### src/rtl/shift_add_multiplier_8.sv
// shift_add_multiplier_8: sequential 8x8 unsigned multiplier, one add-and-shift per cycle
// through an 8-bit carry-look-ahead adder, with start/busy/done handshake.
module cla_adder_8 (
    input  logic [7:0] a,
    input  logic [7:0] b,
    input  logic       cin,
    output logic [7:0] s,
    output logic       co
);
    logic [7:0] g;
    logic [7:0] p;
    logic [8:0] c;
    logic       pp;
    assign g = a & b;
    assign p = a ^ b;
    // Each carry is formed directly from generate/propagate terms, not rippled.
    always_comb begin
        c = '0;
        pp = 1'b0;
        c[0] = cin;
        for (int i = 0; i < 8; i++) begin
            c[i+1] = g[i];
            pp = p[i];
            for (int j = i - 1; j >= 0; j--) begin
                c[i+1] = c[i+1] | (pp & g[j]);
                pp = pp & p[j];
            end
            c[i+1] = c[i+1] | (pp & cin);
        end
    end
    assign s  = p ^ c[7:0];
    assign co = c[8];
endmodule

module shift_add_multiplier_8 (
    input  logic        clk,
    input  logic        reset_n,
    input  logic        start,
    input  logic [7:0]  A,
    input  logic [7:0]  B,
    output logic [15:0] P,
    output logic        busy,
    output logic        done,
    output logic        zero
);
    typedef enum logic {IDLE, RUN} state_t;
    state_t      state_q, state_d;
    logic [7:0]  m_q, m_d, q_q, q_d, acc_q, acc_d;
    logic [2:0]  cnt_q, cnt_d;
    logic [15:0] p_q, p_d;
    logic        zero_q, zero_d, done_q, done_d;
    logic [7:0]  sum;
    logic        co;
    logic [8:0]  add;

    cla_adder_8 u_add (.a(acc_q), .b(m_q), .cin(1'b0), .s(sum), .co(co));

    // Carry-out lands in ACC[7] after the shift, so no separate carry register is kept.
    assign add = q_q[0] ? {co, sum} : {1'b0, acc_q};

    always_comb begin
        state_d = state_q;
        m_d     = m_q;
        q_d     = q_q;
        acc_d   = acc_q;
        cnt_d   = cnt_q;
        p_d     = p_q;
        zero_d  = zero_q;
        done_d  = 1'b0;
        if (state_q == IDLE) begin
            if (start) begin
                m_d     = A;
                q_d     = B;
                acc_d   = '0;
                cnt_d   = '0;
                state_d = RUN;
            end
        end else begin
            {acc_d, q_d} = {add, q_q[7:1]};
            cnt_d        = cnt_q + 3'd1;
            if (cnt_q == 3'd7) begin
                p_d     = {add, q_q[7:1]};
                zero_d  = (p_d == 16'h0000);
                done_d  = 1'b1;
                state_d = IDLE;
            end
        end
    end

    always_ff @(posedge clk) begin
        if (!reset_n) begin
            state_q <= IDLE;
            m_q     <= '0;
            q_q     <= '0;
            acc_q   <= '0;
            cnt_q   <= '0;
            p_q     <= '0;
            zero_q  <= 1'b1;
            done_q  <= 1'b0;
        end else begin
            state_q <= state_d;
            m_q     <= m_d;
            q_q     <= q_d;
            acc_q   <= acc_d;
            cnt_q   <= cnt_d;
            p_q     <= p_d;
            zero_q  <= zero_d;
            done_q  <= done_d;
        end
    end

    assign P    = p_q;
    assign zero = zero_q;
    assign done = done_q;
    assign busy = (state_q == RUN);
endmodule

### config.mk
export PLATFORM = sky130hd
export DESIGN_NAME = shift_add_multiplier_8
export DESIGN_NICKNAME = d
export VERILOG_FILES = /design/src/rtl/shift_add_multiplier_8.sv
export SDC_FILE = /design/constraint.sdc
export NUM_CORES = 1
export LEC_CHECK = 0
export BUFFER_PORTS_ARGS = -buffer_cell sky130_fd_sc_hd__buf_2
export CORE_ASPECT_RATIO = 0.6
export CORE_MARGIN = 3
export CORE_UTILIZATION = 50
export CTS_CLUSTER_DIAMETER = 120
export DETAILED_ROUTE_END_ITERATION = 8
export PLACE_DENSITY = 0.8
export RECOVER_POWER = 25
export SLEW_MARGIN = 20
export SYNTH_ARGS = -nofsm -noshare
export SYNTH_HDL_FRONTEND = slang
export SYNTH_SLANG_ARGS = --single-unit
### constraint.sdc
create_clock -name clk -period 1.81 [get_ports clk]
set_clock_uncertainty 0.15 [all_clocks]
set_input_delay 0.0905 -clock clk [delete_from_list [all_inputs] [get_ports clk]]
set_output_delay 0.0905 -clock clk [all_outputs]
set_load 0.05 [all_outputs]
# Yosys cells after proc, flatten, opt, wreduce, memory -nomap -nowiden
# Cells that the tools add are included.
# op_classes
n_lt_le_gt_ge,0
div,0
n_shift,0
n_reduce_logical,5
bitwise,81
eq_ne,1
multipliers,0
mux,11
addsub,1
# ops
op,count
bitwise AND 1 bit,49
2-to-1 mux 8 bit,4
bitwise OR 1 bit,28
logical NOT 16 bit,1
XOR 8 bit,2
2-to-1 mux 9 bit,1
bitwise AND 8 bit,1
2-to-1 mux 3 bit,2
AND reduction 2 bit,3
2-to-1 mux 1 bit,4
"adder 3 x 1 -> 3 bit, second input constant",1
"equality test 3 bit, second input constant",1
nonzero test 2 bit,1
NOT 1 bit,1
# totals
latch_bits,0
reg_bits,46
mem_bits_ro,0
n_memories,0
ram_bits,0

# Logic depth before layout (Yosys ltp)
# depth
ltp_word,11
depth_mapped,9

# Modules after synthesis
# Synthesis repeated with hierarchy kept, for this count alone.
# hier_totals
cells_unflattened,255
hier_area_um2,2342.2
# by_module_without_submodules
mod,seq_area_each_um2,instances,area_each_um2,cells_each
shift_add_multiplier_8,920.9,1,2009.4,214
cla_adder_8,0.0,1,332.8,41

# Worst setup path before layout
# OpenSTA, ideal clock, no wires.
# synth_timing
path_type,register to register
startpoint,reg acc_q[0]
endpoint,"reg zero_q, in the netlist zero"
t_arrival_ns,1.685
path_stages_with_launch,10
t_required_ns,1.576
period_less_slack_ns,1.920
path_slack_ns,-0.110
setup_ns,0.084
cell_sequence,dfxtp_1 > ha_1 > inv_1 > fa_1 > nand2_1 > o21ai_0 > nand4_1 > nor3_1 > nand4_1 > o31ai_2
# synth_between
elab_chain_len,6
elab_cells_between_ends,19
classes_between,1 x mux; 17 x bitwise; 1 x reduce/logical
# synth_lines
item,line,text
"start, declared",48,"logic [7:0] m_q, m_d, q_q, q_d, acc_q, acc_d;"
"start signal, assigned",95,acc_q <= '0;
"start signal, assigned",104,acc_q <= acc_d;
bitwise AND 8 bit,14,assign g = a & b;
bitwise AND 1 bit,25,c[i+1] = c[i+1] | (pp & g[j]);
bitwise OR 1 bit,25,
XOR 8 bit,31,assign s = p ^ c[7:0];
2-to-1 mux 9 bit (*),59,"assign add = q_q[0] ? {co, sum} : {1'b0, acc_q};"
logical NOT 16 bit (*),83,zero_d = (p_d == 16'h0000);
"end signal, assigned",107,zero_q <= zero_d;
"end, declared",51,"logic zero_q, zero_d, done_q, done_d;"
# Mark *: on every way between the ends. The rest lies on a longest branch, timed or not.
# A chain may end at the register's enable or synchronous reset.

# Worst setup path after layout
# Same ends and word-level chain as after synthesis.

==> flow_summary.yaml <==
worst_setup_path:
  slowest_stage: "fa_1"
  crit_buf_inv: 1
  cp.arrival_ns: 2.13
  r2r-start: "acc_q[0]"
  cpPeakStageDelay_ns: 0.38
  reg2regPathDepth: 9
  crit_type: "reg2reg"
  crit_cells: 9
  cp.required_ns: 1.90
  rrSetupSlack_ns: -0.23
  rr_endpoint: "zero"
  critPathCaptureType: "register"
  crit_path_start_kind: "register"
  cp_cell_sequence: "ha_4 > inv_2 > fa_1 > xnor2_1 > nand2_1 > nand3_2 > nor3_2 > nand4_1 > o31ai_2"
  path_max_fanout: 2
  cp_top_family: "simple AND/OR/NAND/NOR gates"
floorplan:
  io_pins: 38
  die_area_um2: 5230
  coreArea_um2: 3940
  row_count: 17
  start_util: 0.555
  die_x_um: 91.4
  die_h_um: 57.2
placed_design:
  gp_congestion: 0.873
  place_inst: 366
  dp_hpwl_mm: 3.93
  port_buffers: 37
drt:
  drtIter0Drc: 124
  dr_total_vias: 2120
  ant_nets: 0
  firstDrtPassIters: 4
  wl_mm: 6.08
  drc: 0
  wl_per_cell_um: 15.5
  viasPerCell: 5.42
finish:
  fin_cells: 391
  antenna_cells: 0
  final_common_cell: "nor2_1"
  area_growth_syn_to_layout_pct: 38.8
  final_nets: 363
  final_cell_mix: "nor2_1, dfxtp_1, buf_4"
  drive_gt1_frac: 0.332
sta:
  finalCritPeriodShare: 1.13
  setup_slack_ns: -0.231
  hold_viol_final: 1
  hold_ws_ns: -0.00277
  fmax_mhz: 490
  slew_viol_final: 0
  rsz0062_at_grt: "yes"
  setup_viol: 14
  max-slew-margin-rel: 0.604
  worst_pin_slew_ns: 0.597
  post-route-min-period_ns: 2.04
synthesis:
  synth_seq_cells: 46
  yosys_warnings: 0
  synth-seq-area-share: 0.421
  synthCells: 255
  ys.flop_type: "dfxtp_1"
  syn-num-nets: 285
  synth_edf_count: 0
  avgSynthCellArea_um2: 8.57
  syn-cell-area_um2: 2190
  async_flop_share: 0
  ys_types: 43
power_and_ir_drop:
  power_leakage_nw: 1.26
  finalPower_w: 0.00204
  cellPowerDensity_nw_per_um2: 671
  ir_drop_v: 0.000505
clock_tree:
  htreeDepth: 2
  cts_root_buf: "clkbuf_8"
  cts_buffer_depth: 2
  cts_tree: "yes"
  path_clk_slew_ns: 0.09
  cts-buffers-inserted: 5
  worstSkewPairLatency_ns: 0.31
  cts_num_sinks: 46
run:
  drv_cap: 0
global_routing:
  grt_usage: 0.230
  grt_remaining_overflow: 0
  grt_pass1_wl_mm: 9.47
  antenna_found_initial: 0
  grt_pass1_vias: 1987
  grt_start_max_net_pins: 25
hold_path:
  hp-start: "B[2]"
  min_path_type: "in2reg"
  holdPathStages: 5
  hold_end: "q_q[2]"
status:
  violations: "hold timing, setup timing"
  status: "complete, but fails checks"
sequential cells by signal (all words and copies together), names as in the netlist:
register and count:
P 16, acc_q 8, m_q 8, q_q 8, cnt_q 3, busy 1
done 1, zero 1
routing by layer:
metal  global-route usage  up-vias  share of wire
met1                0.320      992           0.46
met5                    0        -              0
li1                     -     1042              -
met3               0.0593        7          0.070
met4               0.0687        0         0.0084
met2                0.355       79           0.46
worst max-delay path by stage:
stage / start / to / slack, ns
finish: acc_q[0] / zero / -0.23
floorplan: acc_q[0] / zero / -0.04
CTS: acc_q[0] / zero / -0.13
global route: acc_q[0] / zero / -0.33
global placement: acc_q[0] / zero / -0.18
detailed placement: acc_q[0] / zero / -0.21
worst min-delay path, stage by stage:
cell,delay (ns)
buf_2,0.08
mux2i_1,0.06
nor2_1,0.08
a21oi_1,0.05
nor2_1,0.07
stage by stage:
stage	util	TNS, ns	setup slack (ns)	cell area [um2]
6_report	0.771	-1.72	-0.231	3030
5_1_grt	0.771	-3.09	-0.334	3030
4_1_cts	0.749	-0.603	-0.133	2950
3_5_place_dp	0.671	-1.39	-0.206	2640
3_3_place_gp	0.671	-1.04	-0.182	2640
2_1_floorplan	-	-0.0401	-0.0401	2200
final cells by class:
type | count | area, um2
inverter | 5 | 18.8
tap | 57 | 71.3
timing repair buffer | 86 | 577
sequential | 46 | 930
clock buffer | 5 | 68.8
fill | 276 | 901
clock inverter | 3 | 21.3
multi-input combinational | 189 | 1350
cell usage after synthesis, drive strengths merged, types with 2 or more instances:
master | n | area share
buf | 4 | 0.0086
a31oi | 2 | 0.013
a21oi | 28 | 0.064
nor3b | 5 | 0.017
dfxtp | 46 | 0.42
nand3 | 2 | 0.0046
a21o | 2 | 0.0074
clkbuf | 11 | 0.019
o31ai | 2 | 0.0092
nand2 | 26 | 0.045
nand2b | 6 | 0.017
or3b | 3 | 0.012
nor3 | 6 | 0.014
inv | 4 | 0.0069
o21ai | 6 | 0.014
mux2i | 17 | 0.078
nor2b | 3 | 0.0086
ha | 10 | 0.057
nor2 | 46 | 0.079
a211oi | 8 | 0.030
nand4 | 2 | 0.0057
where the power goes:
| part | total (W) | switching [W] | internal, W |
|---|---|---|---|
| clock network | 0.000652 | 0.000380 | 0.000272 |
| registers | 0.00107 | 0.0000276 | 0.00104 |
| logic | 0.000315 | 0.000161 | 0.000154 |
cell families after synthesis:
family | after synthesis | synth area share
adder cells (fa/ha/maj) | 11 | 0.0664
multiplexers | 18 | 0.0830
buffers and inverters | 20 | 0.0361
AND/OR/NAND/NOR | 103 | 0.216
flip-flops | 46 | 0.421
AO/OA/AOI/OAI | 55 | 0.169
XOR/XNOR | 2 | 0.00802
timing repair:
action / in CTS / in global routing
hold buffers: 12 / 0
resized for setup: 18 / 13
hold endpoints to repair: 14 / 0
pin swaps: 7 / 8
gates cloned: 0 / 0
endpoints found under the setup margin: 13 / 17
setup buffers: 1 / 5
(Power assumes the default switching activity.)
